### config.mk
export PLATFORM = sky130hd
export DESIGN_NAME = conv_ifm_feeder_flat
export DESIGN_NICKNAME = d
export VERILOG_FILES = /design/src/rtl/conv_ifm_feeder_if.sv /design/src/rtl/conv_ifm_feeder.sv /design/src/flat_wrapper.sv
export SDC_FILE = /design/constraint.sdc
export NUM_CORES = 1
export LEC_CHECK = 0
export ABC_AREA = 1
export BUFFER_PORTS_ARGS = -buffer_cell sky130_fd_sc_hd__buf_2
export CAP_MARGIN = 20
export CORE_MARGIN = 2
export CORE_UTILIZATION = 63
export DETAILED_ROUTE_END_ITERATION = 10
export PLACE_DENSITY_LB_ADDON = 0.25
export SYNTH_ARGS = -nofsm -noshare
export SYNTH_HDL_FRONTEND = slang
export SYNTH_SLANG_ARGS = --single-unit
export TNS_END_PERCENT = 5
### constraint.sdc
create_clock -name clk -period 4.62 [get_ports clk]
set_clock_uncertainty 0.1 [all_clocks]
set_input_delay 0.462 -clock clk [delete_from_list [all_inputs] [get_ports clk]]
set_output_delay 0.462 -clock clk [all_outputs]
set_load 0.01 [all_outputs]
### src/rtl/conv_ifm_feeder_if.sv
// Handshake bundle between the IFM feeder, its nibble source, the convolution core
// and the result consumer.
interface conv_ifm_feeder_if #(
  parameter int unsigned N_ELEM = 32,
  parameter int unsigned DW     = 4,
  parameter int unsigned OW     = 13
);
  logic                   s_valid;
  logic                   s_ready;
  logic [DW-1:0]          s_data;
  logic                   s_last;
  logic                   conv_in_valid;
  logic [N_ELEM*DW-1:0]   conv_ifm;
  logic                   conv_out_valid;
  logic [OW-1:0]          conv_ofm;
  logic                   r_valid;
  logic                   r_ready;
  logic [OW-1:0]          r_data;
  logic                   r_timeout;
  logic                   frame_err;

  // Feeder side
  modport master (
    input  s_valid, s_data, s_last, conv_out_valid, conv_ofm, r_ready,
    output s_ready, conv_in_valid, conv_ifm, r_valid, r_data, r_timeout, frame_err
  );

  // Source / core / consumer side
  modport slave (
    output s_valid, s_data, s_last, conv_out_valid, conv_ofm, r_ready,
    input  s_ready, conv_in_valid, conv_ifm, r_valid, r_data, r_timeout, frame_err
  );
endinterface

### src/rtl/conv_ifm_feeder.sv
// Collects a 32-nibble IFM frame, fires it at the convolution core as a one-cycle
// burst, and returns the core's OFM (or a timeout marker) over valid/ready.
module conv_ifm_feeder #(
  parameter int unsigned N_ELEM  = 32,
  parameter int unsigned DW      = 4,
  parameter int unsigned OW      = 13,
  parameter int unsigned TIMEOUT = 8
) (
  input  logic                 clk,
  input  logic                 rst_n,
  conv_ifm_feeder_if.master    bus
);

  localparam int unsigned CW = $clog2(N_ELEM);
  localparam int unsigned TW = (TIMEOUT > 1) ? $clog2(TIMEOUT) : 1;

  typedef enum logic [1:0] {
    ST_COLLECT,
    ST_ISSUE,
    ST_WAIT,
    ST_HOLD
  } state_t;

  state_t                       state_q;
  logic [CW-1:0]                cnt_q;
  logic [TW-1:0]                timer_q;
  logic [N_ELEM-1:0][DW-1:0]    frame_q;
  logic [N_ELEM-1:0][DW-1:0]    frame_c;
  logic                         accept_c;
  logic                         last_slot_c;

  assign accept_c    = (state_q == ST_COLLECT) && bus.s_valid && bus.s_ready;
  assign last_slot_c = (cnt_q == CW'(N_ELEM - 1));

  // Frame buffer with the incoming nibble merged in, so the last beat can issue directly
  always_comb begin
    frame_c        = frame_q;
    frame_c[cnt_q] = bus.s_data;
  end

  always_ff @(posedge clk or negedge rst_n) begin
    if (!rst_n) begin
      state_q           <= ST_COLLECT;
      cnt_q             <= '0;
      timer_q           <= '0;
      frame_q           <= '0;
      bus.s_ready       <= 1'b0;
      bus.conv_in_valid <= 1'b0;
      bus.conv_ifm      <= '0;
      bus.r_valid       <= 1'b0;
      bus.r_data        <= '0;
      bus.r_timeout     <= 1'b0;
      bus.frame_err     <= 1'b0;
    end else begin
      bus.conv_in_valid <= 1'b0;
      bus.frame_err     <= 1'b0;
      unique case (state_q)
        ST_COLLECT: begin
          bus.s_ready <= 1'b1;
          if (accept_c) begin
            if (bus.s_last && last_slot_c) begin
              frame_q           <= frame_c;
              bus.conv_ifm      <= frame_c;
              bus.conv_in_valid <= 1'b1;
              bus.s_ready       <= 1'b0;
              cnt_q             <= '0;
              state_q           <= ST_ISSUE;
            end else if (bus.s_last || last_slot_c) begin
              // Misaligned s_last: drop the partial frame and resynchronise
              cnt_q         <= '0;
              bus.frame_err <= 1'b1;
            end else begin
              frame_q <= frame_c;
              cnt_q   <= cnt_q + CW'(1);
            end
          end
        end
        ST_ISSUE: begin
          timer_q <= '0;
          state_q <= ST_WAIT;
        end
        ST_WAIT: begin
          if (bus.conv_out_valid) begin
            bus.r_data    <= bus.conv_ofm;
            bus.r_timeout <= 1'b0;
            bus.r_valid   <= 1'b1;
            state_q       <= ST_HOLD;
          end else if (timer_q == TW'(TIMEOUT - 1)) begin
            bus.r_data    <= '0;
            bus.r_timeout <= 1'b1;
            bus.r_valid   <= 1'b1;
            state_q       <= ST_HOLD;
          end else begin
            timer_q <= timer_q + TW'(1);
          end
        end
        ST_HOLD: begin
          if (bus.r_ready) begin
            bus.r_valid <= 1'b0;
            bus.s_ready <= 1'b1;
            cnt_q       <= '0;
            state_q     <= ST_COLLECT;
          end
        end
        default: state_q <= ST_COLLECT;
      endcase
    end
  end

endmodule

### src/flat_wrapper.sv
// flat-port wrapper written by rule: the top's interface ports become plain ports
module conv_ifm_feeder_flat 
#(
  parameter int unsigned N_ELEM  = 32,
  parameter int unsigned DW      = 4,
  parameter int unsigned OW      = 13,
  parameter int unsigned TIMEOUT = 8
)
  (clk, rst_n, bus_s_valid, bus_s_data, bus_s_last, bus_conv_out_valid, bus_conv_ofm, bus_r_ready, bus_s_ready, bus_conv_in_valid, bus_conv_ifm, bus_r_valid, bus_r_data, bus_r_timeout, bus_frame_err);
  conv_ifm_feeder_if #(.N_ELEM(N_ELEM), .DW(DW), .OW(OW)) bus_i ();
  input  logic clk;
  input  logic rst_n;
  input wire logic [$bits(bus_i.s_valid)-1:0] bus_s_valid;
  input wire logic [$bits(bus_i.s_data)-1:0] bus_s_data;
  input wire logic [$bits(bus_i.s_last)-1:0] bus_s_last;
  input wire logic [$bits(bus_i.conv_out_valid)-1:0] bus_conv_out_valid;
  input wire logic [$bits(bus_i.conv_ofm)-1:0] bus_conv_ofm;
  input wire logic [$bits(bus_i.r_ready)-1:0] bus_r_ready;
  output wire logic [$bits(bus_i.s_ready)-1:0] bus_s_ready;
  output wire logic [$bits(bus_i.conv_in_valid)-1:0] bus_conv_in_valid;
  output wire logic [$bits(bus_i.conv_ifm)-1:0] bus_conv_ifm;
  output wire logic [$bits(bus_i.r_valid)-1:0] bus_r_valid;
  output wire logic [$bits(bus_i.r_data)-1:0] bus_r_data;
  output wire logic [$bits(bus_i.r_timeout)-1:0] bus_r_timeout;
  output wire logic [$bits(bus_i.frame_err)-1:0] bus_frame_err;
  assign bus_i.s_valid = bus_s_valid;
  assign bus_i.s_data = bus_s_data;
  assign bus_i.s_last = bus_s_last;
  assign bus_i.conv_out_valid = bus_conv_out_valid;
  assign bus_i.conv_ofm = bus_conv_ofm;
  assign bus_i.r_ready = bus_r_ready;
  assign bus_s_ready = bus_i.s_ready;
  assign bus_conv_in_valid = bus_i.conv_in_valid;
  assign bus_conv_ifm = bus_i.conv_ifm;
  assign bus_r_valid = bus_i.r_valid;
  assign bus_r_data = bus_i.r_data;
  assign bus_r_timeout = bus_i.r_timeout;
  assign bus_frame_err = bus_i.frame_err;
  conv_ifm_feeder #(.N_ELEM(N_ELEM), .DW(DW), .OW(OW), .TIMEOUT(TIMEOUT)) u_core (.clk(clk), .rst_n(rst_n), .bus(bus_i));
endmodule
== Word-level counts from Yosys, hierarchy flattened ==
Cells that the tools add are included.

* Register bits after elaboration: 284
* Latch bits: 0
* Bits in writable memories: 0
* Bits in read-only memories: 0
* Word-level logic and storage cells: 113
* Memories kept: 0

* Add/sub/neg operators: 2
* Multipliers: 0
* Div/mod/pow operators: 0
* Magnitude comparators: 2
* Eq/ne operators: 12
* Shift-type cells: 0
* Multiplexer cells: 37
* Bitwise operators: 0
* Reduce and logical (&&, ||, !) cells: 18

{| class="wikitable"
|+ Operators with widths
! kind !! count
|-
| 128-bit 2-to-1 mux || 2
|-
| 128-bit bitwise mux || 1
|-
| 13-bit 2-to-1 mux || 2
|-
| 4-bit demux with 5-bit select || 1
|-
| 5-bit 2-to-1 mux || 4
|-
| 3-bit AND reduction || 5
|-
| 1-bit 2-to-1 mux || 14
|-
| 2-bit 2-to-1 mux || 5
|-
| 5-bit case mux with 2 select lines || 1
|-
| 2-bit inequality test, second input constant || 4
|-
| 2-bit case mux with 4 select lines || 1
|-
| 2-bit nonzero test || 4
|-
| 5-bit by 6-bit < comparator with 1-bit output, second input constant || 1
|-
| 3-bit 2-to-1 mux || 2
|-
| 3-bit case mux with 2 select lines || 1
|-
| 5-bit by 1-bit adder with 5-bit output, second input constant || 1
|-
| 5-bit equality test, second input constant || 1
|-
| 5-bit by 1-bit >= comparator with 1-bit output, second input constant || 1
|-
| 2-bit equality test, second input constant || 2
|-
| 1-bit logical AND || 4
|-
| 4-bit 2-to-1 mux || 1
|-
| 2-bit by 1-bit inequality test with 1-bit output, second input constant || 2
|-
| 1-bit case mux with 2 select lines || 2
|-
| 2-bit AND reduction || 2
|-
| 7 further kinds || 7
|}

== Longest topological paths before layout ==
Gate-level depths: netlist of run 1.

* Word-level depth: 7
* Gate-level depth with buffers: 12

== Worst setup path before layout of run 1 ==
No wires, ideal clock.

* Path kind: flip-flop to flip-flop
* Start: register u_core.cnt_q[0]
* End: register u_core.frame_q[25] in the netlist's numbering
* Setup time: 0.118 ns
* Arrival time: 1.940 ns
* Data required time: 4.402 ns
* Slack: 2.463 ns
* Stages on the path, launching flop included: 13
* Buffers on the path: 2
* Clock period less this slack: 2.157 ns
* Cell sequence: dfrtp_1 > ha_1 > nand2_1 > nor2_1 > ha_1 > inv_1 > ha_1 > nor2_4 > inv_2 > buf_6 > buf_2 > nand2_1 > nand2_1

* Longest elaborated chain between the ends: 7

{| class="wikitable"
|+ RTL lines
! element !! RTL line !! RTL
|-
| start: declaration || conv_ifm_feeder.sv:25 || <nowiki>logic [CW-1:0] cnt_q;</nowiki>
|-
| start signal: assignment || conv_ifm_feeder.sv:74 || <nowiki>cnt_q <= cnt_q + CW'(1);</nowiki>
|-
| 5-bit by 6-bit < comparator with 1-bit output (implied by the code) or 5-bit by 1-bit >= comparator with 1-bit output (tied branches) || conv_ifm_feeder.sv:38 || <nowiki>frame_c[cnt_q] = bus.s_data;</nowiki>
|-
| 1-bit logical AND (implied by the code) || conv_ifm_feeder.sv:38 ||
|-
| 4-bit 2-to-1 mux (implied by the code) || conv_ifm_feeder.sv:38 ||
|-
| 4-bit demux with 5-bit select || n/a ||
|-
| 128-bit bitwise mux || conv_ifm_feeder.sv:38 ||
|-
| 128-bit 2-to-1 mux || conv_ifm_feeder.sv:68 || <nowiki>end else if (bus.s_last || last_slot_c) begin</nowiki>
|-
| 128-bit 2-to-1 mux || conv_ifm_feeder.sv:61 || <nowiki>if (bus.s_last && last_slot_c) begin</nowiki>
|-
| end signal: assignment || conv_ifm_feeder.sv:62 || <nowiki>frame_q <= frame_c;</nowiki>
|-
| end signal: assignment || conv_ifm_feeder.sv:73 || <nowiki>frame_q <= frame_c;</nowiki>
|-
| end: declaration || conv_ifm_feeder.sv:27 || <nowiki>logic [N_ELEM-1:0][DW-1:0] frame_q;</nowiki>
|}

Parallel ways exist; a longest one is shown, timed or not. The select of a mux whose other input is x is not followed.
A chain may end at the register's enable or synchronous reset.

== Final worst setup path of run 1 ==
* Start: register u_core.cnt_q[1]
* End: register u_core.frame_q[61] in the netlist's numbering

Same word-level chain as after synthesis.

==> results_dict.tcl, run 1 <==
set metrics [dict create \
    crit_path_start_kind "flop" \
    syn_nets 1757 \
    cp-end-kind "flop" \
    setup-tns-final_ns 0 \
    seq_area_um2 7110 \
    fillers 1561 \
    cts_buffers 28 \
    post-cts-setup-buffer-count 0 \
    ant_nets 0 \
    wire_per_inst_um 15.8 \
    async_flop_share_pct 100 \
    vias 12000 \
    r2r_end "u_core.frame_q[61]" \
    routed_wl_um 33700 \
    switchingPower_uw 1390 \
    critical_path_arrival_ns 3.76 \
    min_path_type "in -> reg" \
    power_leakage_uw 0.00905 \
    clock_sinks 284 \
    overflow 0 \
    dieWidth_um 150 \
    r2r-start "u_core.cnt_q[1]" \
    slowest_stage "buf_4" \
    peakVddDrop_mv 0.268 \
    cp_max_fo 85 \
    yosysSeqAreaShare_pct 52.7 \
    outcome "completed" \
    finalHoldViolations 0 \
    post-route-min-period_ns 3.41 \
    dr.pass1.iters 6 \
    path_buf_inv 3 \
    fp.coreArea_um2 21000 \
    slew_headroom_pct 27.4 \
    io_pins 169 \
    area_delta_synth_final_pct 13.8 \
    cp_top_family "buffers and inverters" \
    cts_tree "yes" \
    grt_use_total_pct 29.7 \
    cts_htree_levels 1 \
    worstHoldPathCells 3 \
    io_buffers 168 \
    detail_route.vias_per_cell 5.65 \
    setup_viol 0 \
    grt_pass1_wl_um 54600 \
    rsz0062_at_grt "false" \
    yosysWarnings 0 \
    path_cells "ha_1 -> nand2_1 -> nor2_1 -> ha_1 -> inv_1 -> ha_1 -> nor2_4 -> buf_4 -> buf_4 -> nand3_1 -> o21ai_0" \
    drtIter0Drc 1184 \
    fp.dieH_um 150 \
    clk_pin_slew_ns 0.06 \
    synth_cell_types 23 \
    drc 0 \
    multi_input_area_um2 5230 \
    cp.required_ns 4.97 \
    switching_share_pct 24.7 \
    min_to "u_core.bus.r_data[0]" \
    syn_inst 1720 \
    crit_path_frequent_cell "ha_1" \
    comb_power_share_pct 8.8 \
    clkPwrFrac_pct 44.1 \
    first_global_vias 11300 \
    r2r_cells 11 \
    grt_antenna_before_repair 1 \
    synth.ff_latch_count 284 \
    path_class "reg -> reg" \
    worst_slew_pin_slew_ns 1.09 \
    clock_path_buffers 3 \
    dieArea_um2 22600 \
    clock-root-buffer "clkbuf_16" \
    syn_area_um2 13500 \
    avgSynthCellArea_um2 7.84 \
    p_int_uw 4230 \
    period_share_pct 73.8 \
    hpwl_um 20100 \
    grt_max_degree 131 \
    crit_path_max_incr_delay_ns 0.73 \
    p_seq_share_pct 47.1 \
    finalPower_uw 5620 \
    r2r_slack_ns 1.21 \
    fp-row-count 53 \
    fmax_ghz 0.293 \
    worstSkewPairLatency_ns 0.54 \
    gp_congestion 0.809 \
    power_density_nw_per_um2 366 \
    drive_gt1_share_pct 13.7 \
    min_from "bus_conv_ofm[0]" \
    final_max_slew_viol_count 0 \
    synth_flop_cell "dfrtp_1" \
    finalNetCount 1864 \
    initial_core_util_pct 64.1 \
    synth_enable_flop_cells 0 \
    cap_violations 0 \
]
==> how the worst max path moves through the flow <==
stage / from / to / slack, ns / cells after the start
floorplan: u_core.cnt_q[0] / u_core.frame_q[25] / 2.46 / 12
global placement: u_core.cnt_q[1] / u_core.frame_q[60] / 1.40 / 11
detailed placement: u_core.cnt_q[1] / u_core.frame_q[28] / 1.26 / 11
CTS: u_core.cnt_q[1] / u_core.frame_q[28] / 1.25 / 11
global route: u_core.cnt_q[1] / u_core.frame_q[61] / 0.99 / 11
finish: u_core.cnt_q[1] / u_core.frame_q[61] / 1.21 / 11
==> synth_stat cells, types with 2 or more instances <==
cell type  instances  share of area [%]
buf_6              2               0.17
nand2_1          693                 19
dfrtp_1          284                 53
o21ai_1            5               0.19
inv_1            151                4.2
nor2_4             4               0.33
clkbuf_1          38                1.1
nand3_1          328                 12
inv_2              5               0.14
o21ai_0           14               0.52
nor2_2             2              0.093
nor2_1             9               0.25
buf_1              4               0.11
a21oi_1            3               0.11
ha_1              14                1.3
buf_2             54                2.0
buf_4             15               0.84
nand4_1           90                4.2
==> metal layers <==
metal	vias up	GRT usage (%)	wire length, um
met2	521	47.2	15900
li1	5718	-	-
met1	5712	42.2	14400
met3	62	4.12	2600
met4	0	10.6	797
met5	-	0	0
==> sequential cells by signal, summed over array words and instances (netlist names) <==
| register | flops |
|---|---|
| u_core.bus.frame_err | 1 |
| u_core.cnt_q | 5 |
| u_core.frame_q | 128 |
| u_core.state_q | 2 |
| u_core.bus.conv_in_valid | 1 |
| u_core.timer_q | 3 |
| u_core.bus.r_timeout | 1 |
| u_core.bus.r_data | 13 |
| u_core.bus.conv_ifm | 128 |
| u_core.bus.r_valid | 1 |
| u_core.bus.s_ready | 1 |
==> power by group through the flow <==
stage | Clock, uW | Sequential, uW | Combinational (uW)
5_1_grt | 2600 | 2650 | 557
4_1_cts | 2500 | 2640 | 491
3_3_place_gp | 0 | 2680 | 469
3_5_place_dp | 0 | 2690 | 485
6_report | 2480 | 2640 | 494
2_1_floorplan | 0 | 2670 | 336
==> cells in the final DEF, fill, tap and decap left out, types with 2 or more instances in the layout <==
cell	instances
ha_1	13
buf_2	167
clkbuf_8	9
o21ai_0	14
nor2_2	2
nor2_1	9
clkbuf_16	29
nand2_1	693
nor2_4	4
nand3_1	328
nand4_1	90
inv_2	3
bufinv_16	4
clkbuf_1	2
clkinvlp_4	3
buf_12	2
clkinv_2	6
inv_1	151
o21ai_1	5
a21oi_1	3
buf_4	19
dfrtp_1	284
==> area by class of cell <==
| class | instances | area share, % |
|---|---|---|
| Antenna cell | 1 | 0.0163 |
| Clock buffer | 40 | 5.59 |
| Clock inverter | 12 | 1.09 |
| Inverter | 156 | 3.84 |
| Multi-Input combinational cell | 1167 | 34.1 |
| Sequential cell | 284 | 46.3 |
| Tap cell | 275 | 2.24 |
| Timing Repair Buffer | 190 | 6.80 |
==> through the flow <==
stage               instance area (um2)  cells  worst slack, ns  hold WS (ns)  utilization [%]
finish                            15300   2125             1.21        0.0518             73.0
global route                      15300   2124            0.988        0.0516             72.9
CTS                               15300   2124             1.25        0.0427             72.9
detailed placement                14300   2071             1.26         0.353             68.0
global placement                  14300   2070             1.40         0.350             68.0
floorplan                         13500   1720             2.46        0.0664                -
==> cells by family after synthesis <==
group	synth area share [%]
adders and majority gates	1.30
and+or+nand+nor	36.5
xor gates and xnor gates	0.0650
AOI/OAI and AO/OA	0.928
DFF	52.7
buffers and inverters	8.52
==> worst min-delay path, stage by stage <==
cell	delay, ns
buf_2	0.07
nand3_1	0.06
nand2_1	0.06
==> what timing repair did <==
item                      4_1_cts  5_1_grt
hold endpoints to repair      111        0
resized for setup               0        0
hold buffers                    1        0
No activity file was read; power rests on OpenSTA's default activity.
==> run 2: changes to the inputs <==
CORE_UTILIZATION = 53   (was 63)
clock period = 3.1 ns   (was 4.62 ns; I/O delays follow)
==> run 2 against run 1 <==
Compared with the run above:
- cell count increased by 3.5%
- sequential share of layout area is 0.76 points lower
- total power grew 47%
- global-route usage decreased by 3.7 points
- wire length rose by 2.7%
- die area is 18% higher
- utilization decreased by 11 points
- worst hold slack got worse by 0.014 ns
- sequential power up 49%
- via count about the same
- register-to-register slack got worse by 0.78 ns
- critical path type unchanged
- highest routed layer is now met5
==> results_dict.tcl, run 2 (synthesis results as in run 1) <==
set metrics [dict create \
    insertedDiodeCount 0 \
    grt_use_total_pct 26.0 \
    slew_headroom_pct 30.8 \
    fp.coreArea_um2 25100 \
    path_class "reg -> reg" \
    crit_path_start_kind "flop" \
    power_leakage_uw 0.00913 \
    dr.pass1.iters 5 \
    fp-row-count 58 \
    vias 12000 \
    crit_path_max_incr_delay_ns 0.44 \
    final_cell_mix "nand2_1 (693), nand3_1 (328), dfrtp_1 (283)" \
    worst_slew_pin_slew_ns 1.03 \
    clock_path_buffers 3 \
    final_max_slew_viol_count 0 \
    ant_nets 0 \
    setup-tns-final_ns 0 \
    post-place-ws_ns 0.548 \
    min_path_type "in -> reg" \
    met2_usage_pct 40.8 \
    routed_wl_um 34600 \
    peakVddDrop_mv 0.365 \
    wire_per_inst_um 15.7 \
    post-cts-setup-buffer-count 0 \
    period_share_pct 86.0 \
    whs_ns 0.0373 \
    finalHoldViolations 0 \
    final_area_um2 15600 \
    drtIter0Drc 1132 \
    setup_viol 0 \
    slowest_stage "buf_12" \
    grt_use_met3_pct 3.66 \
    area_delta_synth_final_pct 15.7 \
    fin_ws_ns 0.435 \
    busiest_layer "met2" \
    fp.dieH_um 163 \
    critical_path_arrival_ns 3.02 \
    finalNetCount 1883 \
    first_global_vias 11300 \
    dieWidth_um 163 \
    overflow 0 \
    fmax_ghz 0.375 \
    io_pins 169 \
    cts_buffers 30 \
    crit_path_frequent_cell "ha_1" \
    rsz0062_at_grt "false" \
    cp.required_ns 3.46 \
    finalPower_uw 8270 \
    cts_htree_levels 1 \
    dieArea_um2 26700 \
    detail_route.vias_per_cell 5.47 \
    hpwl_um 20700 \
    cts_tree "yes" \
    drive_gt1_share_pct 14.0 \
    place_area_um2 14500 \
    io_buffers 168 \
    power_density_nw_per_um2 530 \
    cap_violations 0 \
    grt_antenna_before_repair 2 \
    path_cells "ha_1 -> nand2_1 -> nor2_1 -> ha_1 -> inv_1 -> ha_1 -> nor2_4 -> buf_12 -> nand3_1 -> o21ai_0" \
    post_cts_resized 0 \
    grt_pass1_wl_um 56900 \
    post-route-min-period_ns 2.67 \
    gp_congestion 0.767 \
    clock-root-buffer "clkbuf_16" \
    clk_pin_slew_ns 0.06 \
    grt_max_degree 141 \
    worstSkewPairLatency_ns 0.55 \
    cp_top_family "adder cells" \
    use_met1_pct 37.5 \
    top_regs "u_core.bus.conv_ifm x128, u_core.frame_q x128, u_core.bus.r_data x13" \
    drc 0 \
    initial_core_util_pct 53.7 \
    final_common_cell "nand2_1" \
    path_buf_inv 2 \
    cp_max_fo 140 \
    outcome "completed" \
    cp-end-kind "flop" \
    clock_sinks 284 \
]
run 2: changes by cell type in the layout (fill, tap and decap cells not counted), moves of 2 or more:
cell and delta:
ha_2 +2, bufinv_16 -2, buf_12 +5, clkinv_4 +3
clkbuf_1 +2, clkbuf_16 +2, ha_1 -2, dlygate4sd3_1 +13
clkinv_2 +3, clkbuf_8 -6
run 2: timing repair:
item,4_1_cts,5_1_grt
hold buffers,14,0
setup endpoints to repair,0,0
hold endpoints to repair,234,0
run 2: final cells by class:
type	count	area (um2)
flip-flops and latches	284	7110
repair buffers	207	1270
clock buffers	38	832
inverters	156	589
well taps	330	413
fillers	2195	9510
clock inverters	17	156
multi-input cells	1167	5230
run 2: tightest hold or removal path: stages:
cell     delay (ns)
buf_2          0.12
nand3_2        0.16
nor2_1         0.06
run 2: per-stage QoR:
stage / instances / util (%)
finish: 2199 / 62.1
global placement: 2130 / 57.6
floorplan: 1720 / -
detailed placement: 2130 / 57.6
global route: 2199 / 62.1
CTS: 2199 / 62.1
run 2: final timing paths:
| check | slack [ns] | cells after the start | startpoint | endpoint |
|---|---|---|---|---|
| worst max-delay path | 0.43 | 10 | u_core.cnt_q[1] | u_core.frame_q[31] |
| worst min-delay path | 0.04 | 3 | bus_s_valid | u_core.bus.frame_err |
| worst max register to register | 0.43 | 10 | u_core.cnt_q[1] | u_core.frame_q[31] |
| worst min register to register | 0.37 | 2 | u_core.bus.r_data[1] | u_core.bus.r_data[1] |
| max in group asynchronous | 1.72 | 3 | rst_n | u_core.bus.conv_ifm[11] |
| min in group asynchronous | 0.10 | 2 | rst_n | u_core.frame_q[101] |
run 2: power breakdown:
group          leakage (uW)  total [uW]  internal, uW  switching (uW)
sequential          0.00391        3940          3860            77.8
clock              0.000481        3560          2070            1500
combinational       0.00474         764           213             551
run 2: layer usage:
metal,vias up,wire [um]
li1,5779,-
met4,2,894
met5,-,13
met1,5754,15000
met2,409,16200
met3,78,2410
==> run 3: changes to the inputs <==
BUFFER_PORTS_ARGS = -buffer_cell sky130_fd_sc_hd__buf_4   (was -buffer_cell sky130_fd_sc_hd__buf_2)
CORE_ASPECT_RATIO = 0.8   (was unset)
==> run 3 against run 2 <==
Compared with the run above:
- maximum frequency up 1.7%
- count of clock-buffer cells in the layout unchanged
- first-iteration DRC count rose by 6.9%
- total power rose by 6.8%
- sequential cell count unchanged
- critical path depth stayed put
- critical endpoint unchanged
==> results_dict.tcl, run 3 (synthesis results as in run 1) <==
set metrics [dict create \
    cap_violations 0 \
    drive_gt1_share_pct 14.0 \
    final_area_um2 16300 \
    grt_max_degree 141 \
    finalHoldViolations 0 \
    setup-tns-final_ns 0 \
    grt_pass1_wl_um 59200 \
    io_pins 169 \
    drtIter0Drc 1210 \
    r2r_end "u_core.frame_q[31]" \
    final_util_pct 65.0 \
    final_max_slew_viol_count 0 \
    cts_tree "yes" \
    r2r_cells 10 \
    r2r_slack_ns 0.48 \
    clk_pin_slew_ns 0.06 \
    clock-root-buffer "clkbuf_16" \
    r2r-start "u_core.cnt_q[1]" \
    power_density_nw_per_um2 541 \
    place_area_um2 14900 \
    dr.pass1.iters 6 \
    clock_path_buffers 3 \
    first_global_vias 11700 \
    grt_use_total_pct 27.0 \
    gp_congestion 0.788 \
    fillers 2095 \
    worstHoldPathCells 3 \
    final_common_cell "nand2_1" \
    ant_nets 0 \
    wire_per_inst_um 16.3 \
    worst_slew_pin_slew_ns 1.04 \
    area_delta_synth_final_pct 21.1 \
    slew_headroom_pct 30.2 \
    grt_antenna_before_repair 0 \
    detail_route.vias_per_cell 5.57 \
    cts_buffers 29 \
    routed_wl_um 35900 \
    io_buffers 168 \
    period_share_pct 84.5 \
    cp-end-kind "flop" \
    multi_input_area_um2 5230 \
    power_leakage_uw 0.00926 \
    cp_max_fo 140 \
    seq_area_um2 7110 \
    vias 12300 \
    top_regs "u_core.bus.conv_ifm x128, u_core.frame_q x128, u_core.bus.r_data x13" \
    post_cts_resized 0 \
    peakVddDrop_mv 0.416 \
    critical_path_arrival_ns 2.98 \
    hpwl_um 21400 \
    drc 0 \
    crit_path_start_kind "flop" \
    fmax_ghz 0.382 \
    outcome "completed" \
    cp.required_ns 3.46 \
    min_path_type "in -> reg" \
    fp.dieH_um 147 \
    clock_sinks 284 \
    dieArea_um2 26700 \
    min_to "u_core.bus.r_timeout" \
    setup_viol 0 \
    path_class "reg -> reg" \
    fp-row-count 52 \
    overflow 0 \
    cts_htree_levels 1 \
    final_cell_mix "nand2_1 (693), nand3_1 (328), dfrtp_1 (283)" \
    rsz0062_at_grt "false" \
    insertedDiodeCount 0 \
    post-route-min-period_ns 2.62 \
    worstSkewPairLatency_ns 0.56 \
    initial_core_util_pct 53.7 \
    fp.coreArea_um2 25100 \
    finalNetCount 1899 \
    min_from "bus_conv_out_valid" \
    dieWidth_um 182 \
]
-- run 3: where the power goes --
part	total [uW]	switching, uW	internal (uW)
Combinational	778	555	223
Clock	4120	1500	2620
Sequential	3940	77.9	3860
-- run 3: through the flow --
stage	std cells	total power, uW	hold slack, ns	setup WS (ns)
3_5_place_dp	2128	4760	0.196	0.536
3_3_place_gp	2128	4730	0.191	0.667
4_1_cts	2207	8870	0.0416	0.516
2_1_floorplan	1720	4490	-0.0856	0.943
6_report	2207	8830	0.0544	0.479
5_1_grt	2207	9160	0.0682	0.231
-- run 3: timing repair --
action / CTS / global route
endpoints found under the hold margin: 73 / 0
hold buffers: 27 / 0
setup buffers: 0 / 0
-- run 3: how the worst max path moves through the flow --
stage | start | to | slack, ns | cells past startpoint
floorplan | u_core.cnt_q[0] | u_core.frame_q[25] | 0.94 | 12
global placement | u_core.cnt_q[0] | u_core.frame_q[95] | 0.67 | 10
detailed placement | u_core.cnt_q[1] | u_core.frame_q[38] | 0.54 | 11
CTS | u_core.cnt_q[1] | u_core.frame_q[38] | 0.52 | 11
global route | u_core.cnt_q[0] | u_core.frame_q[31] | 0.23 | 10
finish | u_core.cnt_q[1] | u_core.frame_q[31] | 0.48 | 10
-- run 3: worst max-delay path: stages, from the launching register on --
cell and delay (ns):
dfrtp_1 0.42, ha_1 0.19, nand2_1 0.11, nor2_1 0.11, ha_1 0.21, inv_1 0.06, ha_1 0.32, nor2_4 0.16
buf_12 0.51, nand3_1 0.14, o21ai_0 0.11
-- run 3: cell type report --
class                   count  area share, %
inverters                 156           3.61
clock inverters            14           1.81
flip-flops and latches    284           43.5
multi-input cells        1167           32.0
well taps                 324           2.48
clock buffers              38           5.08
repair buffers            224           11.4
-- run 3: metal layers --
| metal | global-route usage, % | share of wire, % | vias up |
|---|---|---|---|
| met2 | 42.6 | 47 | 511 |
| met4 | 6.57 | 2.1 | 0 |
| met1 | 39.1 | 43 | 5919 |
| met5 | 0 | 0 | - |
| met3 | 4.66 | 8.0 | 66 |
| li1 | - | - | 5797 |
